**config.mk**
```make
export PLATFORM = sky130hd
export DESIGN_NAME = apb_to_tl_flat
export DESIGN_NICKNAME = d
export VERILOG_FILES = /design/src/rtl/apb_to_tl_if.sv /design/src/rtl/apb_to_tl.sv /design/src/flat_wrapper.sv
export SDC_FILE = /design/constraint.sdc
export NUM_CORES = 1
export LEC_CHECK = 0
export CELL_PAD_IN_SITES_DETAIL_PLACEMENT = 0
export CELL_PAD_IN_SITES_GLOBAL_PLACEMENT = 1
export CORE_ASPECT_RATIO = 1.4
export CORE_MARGIN = 4
export CORE_UTILIZATION = 32
export CTS_CLUSTER_SIZE = 16
export DETAILED_ROUTE_END_ITERATION = 8
export HOLD_SLACK_MARGIN = 0.15
export PLACE_DENSITY = 0.87
export SETUP_SLACK_MARGIN = 0.2
export SLEW_MARGIN = 30
export SYNTH_ARGS = -nofsm -noshare
export SYNTH_HDL_FRONTEND = slang
export SYNTH_SLANG_ARGS = --single-unit
```
**constraint.sdc**
```tcl
create_clock -name clk_i -period 5.41 [get_ports clk_i]
set_input_delay 1.082 -clock clk_i [delete_from_list [all_inputs] [get_ports clk_i]]
set_output_delay 1.082 -clock clk_i [all_outputs]
set_load 0.01 [all_outputs]
```
**src/rtl/apb_to_tl_if.sv**
```systemverilog
// Bus bundle for apb_to_tl: APB3 completer side plus TileLink-UL channels A and D.
// The slave modport is the bridge's view; the master modport is the view of
// everything around it (APB initiator and TL fabric).
interface apb_to_tl_if #(
    parameter int ADDR_WIDTH = 32,
    parameter int DATA_WIDTH = 32
);
    logic                      psel_i;
    logic                      penable_i;
    logic                      pwrite_i;
    logic [ADDR_WIDTH-1:0]     paddr_i;
    logic [DATA_WIDTH-1:0]     pwdata_i;
    logic [DATA_WIDTH-1:0]     prdata_o;
    logic                      pready_o;
    logic                      pslverr_o;

    logic                      tl_a_valid_o;
    logic                      tl_a_ready_i;
    logic [2:0]                tl_a_opcode_o;
    logic [2:0]                tl_a_param_o;
    logic [2:0]                tl_a_size_o;
    logic [3:0]                tl_a_source_o;
    logic [ADDR_WIDTH-1:0]     tl_a_address_o;
    logic [DATA_WIDTH/8-1:0]   tl_a_mask_o;
    logic [DATA_WIDTH-1:0]     tl_a_data_o;

    logic                      tl_d_valid_i;
    logic                      tl_d_ready_o;
    logic [2:0]                tl_d_opcode_i;
    logic                      tl_d_denied_i;
    logic                      tl_d_corrupt_i;
    logic [DATA_WIDTH-1:0]     tl_d_data_i;

    modport slave (
        input  psel_i, penable_i, pwrite_i, paddr_i, pwdata_i,
        output prdata_o, pready_o, pslverr_o,
        output tl_a_valid_o, tl_a_opcode_o, tl_a_param_o, tl_a_size_o,
               tl_a_source_o, tl_a_address_o, tl_a_mask_o, tl_a_data_o,
        input  tl_a_ready_i,
        input  tl_d_valid_i, tl_d_opcode_i, tl_d_denied_i, tl_d_corrupt_i, tl_d_data_i,
        output tl_d_ready_o
    );

    modport master (
        output psel_i, penable_i, pwrite_i, paddr_i, pwdata_i,
        input  prdata_o, pready_o, pslverr_o,
        input  tl_a_valid_o, tl_a_opcode_o, tl_a_param_o, tl_a_size_o,
               tl_a_source_o, tl_a_address_o, tl_a_mask_o, tl_a_data_o,
        output tl_a_ready_i,
        output tl_d_valid_i, tl_d_opcode_i, tl_d_denied_i, tl_d_corrupt_i, tl_d_data_i,
        input  tl_d_ready_o
    );
endinterface

```
**src/rtl/apb_to_tl.sv**
```systemverilog
// APB3 completer to TileLink-UL bridge, one transaction outstanding.
// Each APB access becomes one Get/PutFullData on channel A; the channel D beat
// completes the APB transfer. Misaligned addresses are rejected locally.
// Optional macro APB_TO_TL_TIMEOUT_EN: bounds the D wait to TIMEOUT_CYCLES and
// then drains the late D beat before accepting new APB transfers.
module apb_to_tl #(
    parameter int          ADDR_WIDTH     = 32,
    parameter int          DATA_WIDTH     = 32,
    parameter logic [3:0]  SOURCE_ID      = 4'd0,
    parameter int          TIMEOUT_CYCLES = 1024
) (
    input  logic           clk_i,
    input  logic           rst_i,
    apb_to_tl_if.slave     bus
);

    localparam int STRB_W = DATA_WIDTH / 8;
    localparam int SIZE   = $clog2(STRB_W);

    localparam logic [2:0] OP_GET      = 3'd4;
    localparam logic [2:0] OP_PUT_FULL = 3'd0;
    localparam logic [2:0] OP_ACK      = 3'd0;
    localparam logic [2:0] OP_ACK_DATA = 3'd1;

    // Elaboration guard: a timeout shorter than two cycles cannot be counted.
    if (TIMEOUT_CYCLES < 2) begin : g_bad_timeout
        $error("apb_to_tl: TIMEOUT_CYCLES must be at least 2");
    end

`ifdef APB_TO_TL_TIMEOUT_EN
    typedef enum logic [2:0] {IDLE, A_REQ, D_WAIT, RESP, DRAIN} state_e;
    localparam int CNT_W = $clog2(TIMEOUT_CYCLES);
    logic [CNT_W-1:0] cnt_q, cnt_d;
    logic             to_q, to_d;
`else
    typedef enum logic [1:0] {IDLE, A_REQ, D_WAIT, RESP} state_e;
`endif

    state_e                state_q, state_d;
    logic                  write_q, write_d;
    logic [ADDR_WIDTH-1:0] addr_q, addr_d;
    logic [DATA_WIDTH-1:0] wdata_q, wdata_d;
    logic [DATA_WIDTH-1:0] rdata_q, rdata_d;
    logic                  err_q, err_d;

    logic                  a_valid;
    logic                  d_ready;
    logic                  resp;
    logic                  d_err;

    // Response error from the D beat as seen in D_WAIT.
    always_comb begin
        d_err = bus.tl_d_denied_i
              | (bus.tl_d_opcode_i != (write_q ? OP_ACK : OP_ACK_DATA))
              | (~write_q & bus.tl_d_corrupt_i);
    end

    // Control state: reset returns to IDLE and aborts anything in flight.
    always_ff @(posedge clk_i) begin
        if (rst_i) begin
            state_q <= IDLE;
            err_q   <= 1'b0;
`ifdef APB_TO_TL_TIMEOUT_EN
            cnt_q   <= '0;
            to_q    <= 1'b0;
`endif
        end else begin
            state_q <= state_d;
            err_q   <= err_d;
`ifdef APB_TO_TL_TIMEOUT_EN
            cnt_q   <= cnt_d;
            to_q    <= to_d;
`endif
        end
    end

    // Latched request and response data; only observed once qualified by state.
    always_ff @(posedge clk_i) begin
        write_q <= write_d;
        addr_q  <= addr_d;
        wdata_q <= wdata_d;
        rdata_q <= rdata_d;
    end

    // Next-state logic and handshake outputs.
    always_comb begin
        state_d = state_q;
        write_d = write_q;
        addr_d  = addr_q;
        wdata_d = wdata_q;
        rdata_d = rdata_q;
        err_d   = err_q;
        a_valid = 1'b0;
        d_ready = 1'b0;
        resp    = 1'b0;
`ifdef APB_TO_TL_TIMEOUT_EN
        cnt_d   = cnt_q;
        to_d    = to_q;
`endif
        case (state_q)
            IDLE: begin
                if (bus.psel_i && bus.penable_i) begin
                    write_d = bus.pwrite_i;
                    addr_d  = bus.paddr_i;
                    wdata_d = bus.pwdata_i;
                    rdata_d = '0;
                    if (|bus.paddr_i[SIZE-1:0]) begin
                        err_d   = 1'b1;
                        state_d = RESP;
                    end else begin
                        err_d   = 1'b0;
                        state_d = A_REQ;
                    end
                end
            end
            A_REQ: begin
                a_valid = 1'b1;
                if (bus.tl_a_ready_i) begin
                    state_d = D_WAIT;
`ifdef APB_TO_TL_TIMEOUT_EN
                    cnt_d   = '0;
`endif
                end
            end
            D_WAIT: begin
                d_ready = 1'b1;
                if (bus.tl_d_valid_i) begin
                    err_d   = d_err;
                    rdata_d = (d_err || write_q) ? '0 : bus.tl_d_data_i;
                    state_d = RESP;
`ifdef APB_TO_TL_TIMEOUT_EN
                end else if (cnt_q == CNT_W'(TIMEOUT_CYCLES - 1)) begin
                    err_d   = 1'b1;
                    rdata_d = '0;
                    to_d    = 1'b1;
                    state_d = RESP;
                end else begin
                    cnt_d   = cnt_q + 1'b1;
`endif
                end
            end
            RESP: begin
                resp = 1'b1;
`ifdef APB_TO_TL_TIMEOUT_EN
                to_d    = 1'b0;
                state_d = to_q ? DRAIN : IDLE;
`else
                state_d = IDLE;
`endif
            end
`ifdef APB_TO_TL_TIMEOUT_EN
            DRAIN: begin
                // The late D beat of the timed-out request is swallowed here.
                d_ready = 1'b1;
                if (bus.tl_d_valid_i) begin
                    state_d = IDLE;
                end
            end
`endif
            default: begin
                state_d = IDLE;
            end
        endcase
    end

    assign bus.tl_a_valid_o   = a_valid;
    assign bus.tl_a_opcode_o  = write_q ? OP_PUT_FULL : OP_GET;
    assign bus.tl_a_param_o   = 3'd0;
    assign bus.tl_a_size_o    = 3'(SIZE);
    assign bus.tl_a_source_o  = SOURCE_ID;
    assign bus.tl_a_address_o = addr_q;
    assign bus.tl_a_mask_o    = {STRB_W{1'b1}};
    assign bus.tl_a_data_o    = write_q ? wdata_q : '0;
    assign bus.tl_d_ready_o   = d_ready;
    assign bus.pready_o       = resp;
    assign bus.pslverr_o      = resp & err_q;
    assign bus.prdata_o       = resp ? rdata_q : '0;

endmodule
```
**src/flat_wrapper.sv**
```systemverilog
// flat-port wrapper written by rule: the top's interface ports become plain ports
module apb_to_tl_flat 
#(
    parameter int          ADDR_WIDTH     = 32,
    parameter int          DATA_WIDTH     = 32,
    parameter logic [3:0]  SOURCE_ID      = 4'd0,
    parameter int          TIMEOUT_CYCLES = 1024
)
  (clk_i, rst_i, bus_psel_i, bus_penable_i, bus_pwrite_i, bus_paddr_i, bus_pwdata_i, bus_prdata_o, bus_pready_o, bus_pslverr_o, bus_tl_a_valid_o, bus_tl_a_opcode_o, bus_tl_a_param_o, bus_tl_a_size_o, bus_tl_a_source_o, bus_tl_a_address_o, bus_tl_a_mask_o, bus_tl_a_data_o, bus_tl_a_ready_i, bus_tl_d_valid_i, bus_tl_d_opcode_i, bus_tl_d_denied_i, bus_tl_d_corrupt_i, bus_tl_d_data_i, bus_tl_d_ready_o);
  apb_to_tl_if #(.ADDR_WIDTH(ADDR_WIDTH), .DATA_WIDTH(DATA_WIDTH)) bus_i ();
  input  logic clk_i;
  input  logic rst_i;
  input wire logic [$bits(bus_i.psel_i)-1:0] bus_psel_i;
  input wire logic [$bits(bus_i.penable_i)-1:0] bus_penable_i;
  input wire logic [$bits(bus_i.pwrite_i)-1:0] bus_pwrite_i;
  input wire logic [$bits(bus_i.paddr_i)-1:0] bus_paddr_i;
  input wire logic [$bits(bus_i.pwdata_i)-1:0] bus_pwdata_i;
  output wire logic [$bits(bus_i.prdata_o)-1:0] bus_prdata_o;
  output wire logic [$bits(bus_i.pready_o)-1:0] bus_pready_o;
  output wire logic [$bits(bus_i.pslverr_o)-1:0] bus_pslverr_o;
  output wire logic [$bits(bus_i.tl_a_valid_o)-1:0] bus_tl_a_valid_o;
  output wire logic [$bits(bus_i.tl_a_opcode_o)-1:0] bus_tl_a_opcode_o;
  output wire logic [$bits(bus_i.tl_a_param_o)-1:0] bus_tl_a_param_o;
  output wire logic [$bits(bus_i.tl_a_size_o)-1:0] bus_tl_a_size_o;
  output wire logic [$bits(bus_i.tl_a_source_o)-1:0] bus_tl_a_source_o;
  output wire logic [$bits(bus_i.tl_a_address_o)-1:0] bus_tl_a_address_o;
  output wire logic [$bits(bus_i.tl_a_mask_o)-1:0] bus_tl_a_mask_o;
  output wire logic [$bits(bus_i.tl_a_data_o)-1:0] bus_tl_a_data_o;
  input wire logic [$bits(bus_i.tl_a_ready_i)-1:0] bus_tl_a_ready_i;
  input wire logic [$bits(bus_i.tl_d_valid_i)-1:0] bus_tl_d_valid_i;
  input wire logic [$bits(bus_i.tl_d_opcode_i)-1:0] bus_tl_d_opcode_i;
  input wire logic [$bits(bus_i.tl_d_denied_i)-1:0] bus_tl_d_denied_i;
  input wire logic [$bits(bus_i.tl_d_corrupt_i)-1:0] bus_tl_d_corrupt_i;
  input wire logic [$bits(bus_i.tl_d_data_i)-1:0] bus_tl_d_data_i;
  output wire logic [$bits(bus_i.tl_d_ready_o)-1:0] bus_tl_d_ready_o;
  assign bus_i.psel_i = bus_psel_i;
  assign bus_i.penable_i = bus_penable_i;
  assign bus_i.pwrite_i = bus_pwrite_i;
  assign bus_i.paddr_i = bus_paddr_i;
  assign bus_i.pwdata_i = bus_pwdata_i;
  assign bus_prdata_o = bus_i.prdata_o;
  assign bus_pready_o = bus_i.pready_o;
  assign bus_pslverr_o = bus_i.pslverr_o;
  assign bus_tl_a_valid_o = bus_i.tl_a_valid_o;
  assign bus_tl_a_opcode_o = bus_i.tl_a_opcode_o;
  assign bus_tl_a_param_o = bus_i.tl_a_param_o;
  assign bus_tl_a_size_o = bus_i.tl_a_size_o;
  assign bus_tl_a_source_o = bus_i.tl_a_source_o;
  assign bus_tl_a_address_o = bus_i.tl_a_address_o;
  assign bus_tl_a_mask_o = bus_i.tl_a_mask_o;
  assign bus_tl_a_data_o = bus_i.tl_a_data_o;
  assign bus_i.tl_a_ready_i = bus_tl_a_ready_i;
  assign bus_i.tl_d_valid_i = bus_tl_d_valid_i;
  assign bus_i.tl_d_opcode_i = bus_tl_d_opcode_i;
  assign bus_i.tl_d_denied_i = bus_tl_d_denied_i;
  assign bus_i.tl_d_corrupt_i = bus_tl_d_corrupt_i;
  assign bus_i.tl_d_data_i = bus_tl_d_data_i;
  assign bus_tl_d_ready_o = bus_i.tl_d_ready_o;
  apb_to_tl #(.ADDR_WIDTH(ADDR_WIDTH), .DATA_WIDTH(DATA_WIDTH), .SOURCE_ID(SOURCE_ID), .TIMEOUT_CYCLES(TIMEOUT_CYCLES)) u_core (.clk_i(clk_i), .rst_i(rst_i), .bus(bus_i));
endmodule
```
# Word-level counts from Yosys, hierarchy flattened
# Cells that the tools add are included.
[word_totals]
ff_bits = 100
input_bits = 108
output_inout_bits = 117
wordCells = 46
[classes]
n_eq_ne = 7
n_mux = 20
bitwise_logic = 5
reduce_logical = 8
[op_table]
columns = ["operator", "n"]
rows = [
  ["two-way mux 32 bit", 5],
  ["one-hot mux 32 bit (2 select lines)", 1],
  ["two-way mux 2 bit", 4],
  ["one-hot mux 2 bit (4 select lines)", 1],
  ["two-way mux 1 bit", 7],
  ["AND reduction 3 bit", 2],
  ["equality test 2 bit, second input constant", 2],
  ["inequality test 2 bit, second input constant", 2],
  ["two-way mux 3 bit", 1],
  ["inequality test 3 bit", 1],
  ["bitwise AND 1 bit", 2],
  ["equality test 2 x 1 -> 1 bit, second input constant", 1],
  ["zero test 2 bit", 1],
  ["inequality test 2 x 1 -> 1 bit, second input constant", 1],
  ["bitwise OR 1 bit", 2],
  ["one-hot mux 1 bit (2 select lines)", 1],
  ["AND reduction 2 bit", 1],
  ["nonzero test 2 bit", 1],
  ["OR reduction 2 bit", 1],
  ["logical AND 1 bit", 1],
  ["logical OR 1 bit", 1],
  ["NOT 1 bit", 1],
]

# Longest topological paths before layout
# Gate-level depths: netlist of the first run.
[logic_depth]
depth_word = 8
mapped_depth = 6
depth_no_buf = 6

# Worst setup path after synthesis of the first run
# Ideal clock, no wire load.
[synth_path]
path_kind = "input port to flip-flop"
from = "input bus_psel_i"
to = "register u_core.addr_q[0], in the netlist u_core.bus.tl_a_address_o[0] (enable)"
setup_time_ps = 430
t_arrival_ps = 2663
required_ps = 4980
slack_ps = 2317
stages = 1
n_path_buf = 0
path_cell_list = "and3_1"
[synth_between]
elab_chain_len = 2
[synth_rtl]
columns = ["item", "line_no", "rtl"]
rows = [
  ["start, declared", "flat_wrapper.sv:13", "input wire logic [$bits(bus_i.psel_i)-1:0] bus_psel_i;"],
  ["logical AND 1 bit", "apb_to_tl.sv:102", "if (bus.psel_i && bus.penable_i) begin"],
  ["AND reduction 2 bit (no source line)", "n/a", ""],
  ["end signal, assigned", "apb_to_tl.sv:80", "addr_q <= addr_d;"],
  ["end, declared", "apb_to_tl.sv:41", "logic [ADDR_WIDTH-1:0] addr_q, addr_d;"],
]
# Every way passes these cells.
# A chain may end at the register's enable or synchronous reset.

# Final worst setup path of the first run
[layout_path]
from = "register u_core.state_q[0]"
to = "output bus_prdata_o[2]"
[layout_between]
elab_chain_len = 3
[layout_rtl]
columns = ["item", "line_no", "rtl"]
rows = [
  ["start, declared", "apb_to_tl.sv:39", "state_e state_q, state_d;"],
  ["start signal, assigned", "apb_to_tl.sv:68", "state_q <= state_d;"],
  ["equality test 2 bit", "apb_to_tl.sv:100", "case (state_q)"],
  ["two-way mux 1 bit", "apb_to_tl.sv:100", ""],
  ["two-way mux 32 bit", "apb_to_tl.sv:177", "assign bus.prdata_o = resp ? rdata_q : '0;"],
  ["end, declared", "flat_wrapper.sv:18", "output wire logic [$bits(bus_i.prdata_o)-1:0] bus_prdata_o;"],
]
# Every way passes these cells.

==> results of run 1 <==
## power by group through the flow
stage	Clock, mW	Sequential [mW]	Combinational, mW
after floorplan	0	1.13	0.256
after global placement	0	1.12	0.540
after detailed placement	0	1.13	0.552
after CTS	0.641	1.11	0.555
after global routing	0.674	1.13	0.593
final	0.622	1.11	0.544
## state kept, by name, summed over array words and instances (netlist names)
signal / count
u_core.bus.tl_a_address_o: 32
u_core.err_q: 1
u_core.rdata_q: 32
u_core.state_q: 2
u_core.wdata_q: 32
u_core.write_q: 1
## area by class of cell
class | instances | area (um^2) | area share
Sequential cell | 100 | 2970 | 0.457
Clock inverter | 6 | 67.6 | 0.0104
Tap cell | 150 | 188 | 0.0288
Multi-Input combinational cell | 140 | 930 | 0.143
Timing Repair Buffer | 212 | 2110 | 0.324
Clock buffer | 10 | 229 | 0.0352
Inverter | 3 | 11.3 | 0.00173
## synth_stat cells
| master | number | area, um^2 |
|---|---|---|
| nor3b_2 | 1 | 12.5 |
| dfxtp_1 | 3 | 60.1 |
| a21boi_2 | 1 | 11.3 |
| nor3_1 | 1 | 5.00 |
| nor2_1 | 5 | 18.8 |
| and2b_2 | 1 | 8.76 |
| inv_1 | 3 | 11.3 |
| conb_1 | 2 | 7.51 |
| o311ai_0 | 1 | 8.76 |
| and3_1 | 11 | 68.8 |
| nor3_4 | 1 | 16.3 |
| nor4b_4 | 1 | 23.8 |
| nor4_1 | 1 | 6.26 |
| and2_1 | 65 | 407 |
| a21oi_1 | 2 | 10.0 |
| clkbuf_1 | 6 | 22.5 |
| mux2i_1 | 1 | 10.0 |
| nor3_2 | 1 | 10.0 |
| o21ai_0 | 1 | 5.00 |
| buf_4 | 16 | 120 |
| edfxtp_1 | 97 | 2910 |
| and3_2 | 22 | 165 |
| nand2b_1 | 1 | 6.26 |
| ha_1 | 5 | 62.6 |
| nor2b_1 | 2 | 12.5 |
| clkbuf_2 | 6 | 30.0 |
## per-stage QoR
| stage | util | hold WS (ps) | setup slack [ps] |
|---|---|---|---|
| CTS | 0.529 | 474 | 2050 |
| floorplan | - | 440 | 2320 |
| global route | 0.529 | 522 | 1840 |
| global placement | 0.504 | 464 | 2260 |
| finish | 0.529 | 472 | 2130 |
| detailed placement | 0.505 | 461 | 2200 |
## layer usage
layer  wire length [um]  GRT usage
met3               1730     0.0896
met4                170     0.0437
met2               4810      0.226
met5                 13          0
met1               3300      0.130
## worst register-to-register path, stage by stage (launching register included)
cell and delay [ps]:
dfxtp_1 350, inv_1 110, ha_1 200, and3_2 790, buf_4 470
## logic make-up (layout without fill, tap and decap cells)
kind of cell | count (synthesis) | count (layout)
AOI/OAI and AO/OA | 5 | 5
adders and majority gates | 5 | 5
buffers and inverters | 31 | 231
DFF | 100 | 100
muxes | 1 | 1
other | 2 | 16
and+or+nand+nor | 113 | 113
## final timing paths
| path | end | slack [ps] | depth (start not counted) |
|---|---|---|---|
| worst max register to register | u_core.bus.tl_a_address_o[24] | 3170 | 4 |
| worst min-delay path | u_core.err_q | 470 | 2 |
| worst max-delay path | bus_prdata_o[2] | 2130 | 3 |
| worst min register to register | u_core.err_q | 470 | 2 |
==> metrics.csv, run 1 <==
metric;value;unit
worst-path-max-fanout;34;
grt_use_total;0.134;
setup-tns-final;0;ps
globalRouteOverflowTotal;0;
post-route-period-util;0.607;
nNetsFinal;579;
cts_root_buf;clkbuf_16;
crit_start;u_core.state_q[0];
synth_simple_gate_area_share;0.189;
critical_path_class;reg -> out;
sw_frac_of_total;0.268;
share_clk_of_total_power;0.273;
post_drt_wl_per_cell;16.1;um
synthDistinctLibCells;26;
finalCriticalPeriod;3280;ps
pwr-share-seq;0.488;
clk_latency;340;ps
synth.mux.area_fraction;0.00248;
critPathSlowestCell;ha_1;
hold_path.startpoint;u_core.err_q;
clk_pin_slew;70;ps
port_buffers;208;
critPathBufInv;1;
post_synth_instance_area;4030;um^2
gp_congestion;0.750;
placed_cell_area;6210;um^2
clock-skew-final;7.53;ps
synth_xor_area_frac;0;
report.final.hold_viol_count;0;
power.ir.vdd_worst;190;uV
powerDensity;350;nW/um^2
synth_fa_ha_area_frac;0.0155;
critical-path-top-delay-family;adder cells;
fillerInstances;1056;
outcome;completed;
placed_instances;605;
std_cell_rows;48;
cts_buf_count;9;
dpl.hpwl;7.92;mm
wirelength;10.0;mm
leakagePower;2.41;nW
grt_pass1_wl;14.6;mm
critical_path.endpoint_type;output pin;
tritoncts_num_sinks;100;
design.core.area;12300;um^2
most_frequent_standard_cell_in_the_layout_excluding_fill_and_tap_cells;clkdlybuf4s50_1;
total_of_flip_flops_plus_latches_after_synthesis;100;
antenna_violating_nets_post_route;0;
holdCritPathClass;reg -> reg;
share_of_final_layout_standard_cells_stronger_than_drive_strength_1;0.102;
required;4330;ps
post_drt_via_cell_ratio;4.43;
via_count_of_the_first_global_routing_pass;2832;
cap_viol_max_count;0;
syn-instance-count;257;
design_area;6510;um^2
combinational_family_with_the_most_area_after_synthesis;simple AND/OR/NAND/NOR gates;
postSynthAreaPerCell;15.7;um^2
dieArea;14500;um^2
worstPathCellList;ha_1 -> and2_1 -> clkdlybuf4s50_1;
reg2reg_from;u_core.state_q[0];
start_kind;flip-flop;
boundaryPins;225;
combinational_share_of_power;0.239;
p_sw;0.609;mW
first_iter_violations;49;
critical_path_arrival;2200;ps
maxSlewHeadroom;0.400;
grt_antenna_before_repair;1;
cts_hold_buf;0;
fp.dieH;141;um
design_power_total;2.28;mW
drv_slew;0;
ctsLongestPathBuffers;2;
synth_compound_area_frac;0.00869;
number_of_gates_given_a_new_drive_strength_after_cts;0;
rsz_0062_raised_after_global_routing;false;
initial_core_util;0.328;
timing.fmax;305;MHz
cts_setup_buffers;0;
max_slew.worst_pin.slew;900;ps
die_w;103;um
synthToLayoutAreaGrowth;61.4;%
final_cells;621;
vias;2754;
max_stage_delay_on_crit_path;680;ps
h-tree-depth;3;
drc;0;
internal_power_contribution;1.67;mW
endpoints_failing_setup;0;
yosysSeqAreaShare;0.737;
tritoncts;built;
grt_max_degree;42;
layout_common_cells;clkdlybuf4s50_1 (208), edfxtp_1 (97), and2_1 (65), and3_2 (23), conb_1 (16);
ys.warnings.count;0;
antenna-diode-count;0;
detail_route.first_pass.iterations;4;
(Power assumes the default switching activity.)
==> run 2, diff against run 1 <==
--- a/config.mk
+++ b/config.mk
@@ -9,11 +9,11 @@
 export CELL_PAD_IN_SITES_GLOBAL_PLACEMENT = 1
 export CORE_ASPECT_RATIO = 1.4
 export CORE_MARGIN = 4
-export CORE_UTILIZATION = 32
+export CORE_UTILIZATION = 27
 export CTS_CLUSTER_SIZE = 16
 export DETAILED_ROUTE_END_ITERATION = 8
 export HOLD_SLACK_MARGIN = 0.15
-export PLACE_DENSITY = 0.87
+export PLACE_DENSITY = 0.78
 export SETUP_SLACK_MARGIN = 0.2
 export SLEW_MARGIN = 30
 export SYNTH_ARGS = -nofsm -noshare
==> constraint.sdc (replaced) <==
create_clock -name clk_i -period 3 [get_ports clk_i]
set_input_delay 0.6 -clock clk_i [delete_from_list [all_inputs] [get_ports clk_i]]
set_output_delay 0.6 -clock clk_i [all_outputs]
set_load 0.01 [all_outputs]
==> metrics.csv, run 2 (synthesized netlist as in run 1, its figures left out) <==
metric;value;unit
via_count_of_the_first_global_routing_pass;2975;
grt_max_degree;61;
cts_hold_buf;0;
vias;2720;
globalRouteOverflowTotal;0;
reg2reg_from;u_core.state_q[0];
first_iter_violations;89;
cts_buf_count;9;
p_sw;1.14;mW
internal_power_contribution;3.02;mW
rsz_0062_raised_after_global_routing;false;
fillerInstances;1352;
worst-path-max-fanout;18;
clk_latency;340;ps
clk_pin_slew;70;ps
worstSetupEndpoint;bus_tl_a_data_o[30];
clock-skew-final;8.16;ps
h-tree-depth;3;
cap_viol_max_count;0;
design.core.area;14600;um^2
wirelength;10.5;mm
post_drt_wl_per_cell;15.8;um
antenna_violating_nets_post_route;0;
post-route-period-util;0.849;
layout_common_cells;clkdlybuf4s50_1 (208), edfxtp_1 (97), and2_1 (65), and3_2 (23), conb_1 (16);
outcome;completed;
critical_path_arrival;1950;ps
holdCritPathClass;reg -> reg;
leakagePower;2.44;nW
critPathSlowestCell;edfxtp_1;
combinational_share_of_power;0.244;
share_of_final_layout_standard_cells_stronger_than_drive_strength_1;0.110;
gp_congestion;0.749;
max_stage_delay_on_crit_path;670;ps
start_kind;flip-flop;
critical_path.reg2reg.endpoint;u_core.err_q;
ff2ff_path_depth;7;
critical_path.endpoint_type;output pin;
tritoncts_num_sinks;100;
most_frequent_standard_cell_in_the_layout_excluding_fill_and_tap_cells;clkdlybuf4s50_1;
boundaryPins;225;
ctsLongestPathBuffers;2;
placed_instances;646;
cts_setup_buffers;0;
synthToLayoutAreaGrowth;64.0;%
max_slew.worst_pin.slew;516;ps
die_w;111;um
setup-tns-final;0;ps
power.ir.vdd_worst;374;uV
port_buffers;208;
post_drt_via_cell_ratio;4.10;
finalCriticalPeriod;2550;ps
multiInputGateArea;936;um^2
critPathBufInv;2;
number_of_gates_given_a_new_drive_strength_after_cts;0;
detail_route.first_pass.iterations;4;
dieArea;17000;um^2
crit_start;u_core.write_q;
endpoints_failing_setup;0;
report.final.hold_viol_count;0;
nNetsFinal;582;
fp.dieH;153;um
dpl.hpwl;8.13;mm
critical_path_class;reg -> out;
std_cell_rows;52;
maxSlewHeadroom;0.656;
grt_pass1_wl;16.2;mm
required;2400;ps
sw_frac_of_total;0.274;
critical-path-top-delay-family;buffers and inverters;
layout.area.seq;2970;um^2
cts_root_buf;clkbuf_16;
initial_core_util;0.277;
grt_use_total;0.124;
final_cells;664;
drc;0;
drv_slew;0;
timing.fmax;392;MHz
tritoncts;built;
powerDensity;629;nW/um^2
share_clk_of_total_power;0.277;
cp_num_cells;3;
pwr-share-seq;0.480;
worstPathCellList;buf_6 -> and2_1 -> clkdlybuf4s50_1;
timing.reg2reg.setup_slack;990;ps
grt_antenna_before_repair;1;
-- run 2: power groups by stage --
stage	Sequential (mW)	Combinational (mW)	Clock, mW
after global routing	2.02	1.11	1.26
final	1.99	1.01	1.15
after floorplan	2.03	0.461	0
after detailed placement	2.03	1.03	0
after CTS	2.00	1.03	1.20
after global placement	2.03	0.998	0
-- run 2: worst register-to-register path, cell delays in order, from the launching register on --
cell and delay, ps:
dfxtp_1 390, inv_1 100, ha_1 290, and2b_2 260, nor3_4 100, buf_4 400, o311ai_0 250, a21oi_1 150
-- run 2: worst min-delay path by stage --
stage                         to  slack, ps          from  cells past startpoint
floorplan           u_core.err_q        440  u_core.err_q                      2
global placement    u_core.err_q        460  u_core.err_q                      2
detailed placement  u_core.err_q        460  u_core.err_q                      2
CTS                 u_core.err_q        470  u_core.err_q                      2
global route        u_core.err_q        530  u_core.err_q                      2
finish              u_core.err_q        470  u_core.err_q                      2
-- run 2: cell type report --
| type | count | area share |
|---|---|---|
| clock inverters | 7 | 0.0119 |
| repair buffers | 215 | 0.325 |
| well taps | 189 | 0.0358 |
| inverters | 3 | 0.00170 |
| flip-flops and latches | 100 | 0.449 |
| multi-input cells | 140 | 0.142 |
| diodes | 1 | 0.000378 |
| clock buffers | 9 | 0.0341 |
-- run 2: per-stage QoR --
| stage | worst slack, ps | util | area (um^2) | hold slack, ps | total power [mW] |
|---|---|---|---|---|---|
| floorplan | 389 | - | 4090 | 440 | 2.50 |
| global placement | 650 | 0.432 | 6300 | 459 | 3.02 |
| detailed placement | 637 | 0.432 | 6300 | 462 | 3.06 |
| CTS | 240 | 0.453 | 6600 | 474 | 4.23 |
| global route | 281 | 0.454 | 6610 | 528 | 4.39 |
| finish | 452 | 0.454 | 6610 | 473 | 4.16 |
-- run 2: layer usage --
layer	share of wire	vias up	routed length, um	global-route usage
met5	0.0012	-	13	0
met1	0.36	1230	3770	0.125
li1	-	1306	-	-
met2	0.50	162	5230	0.214
met3	0.12	20	1220	0.0616
met4	0.027	2	279	0.0539
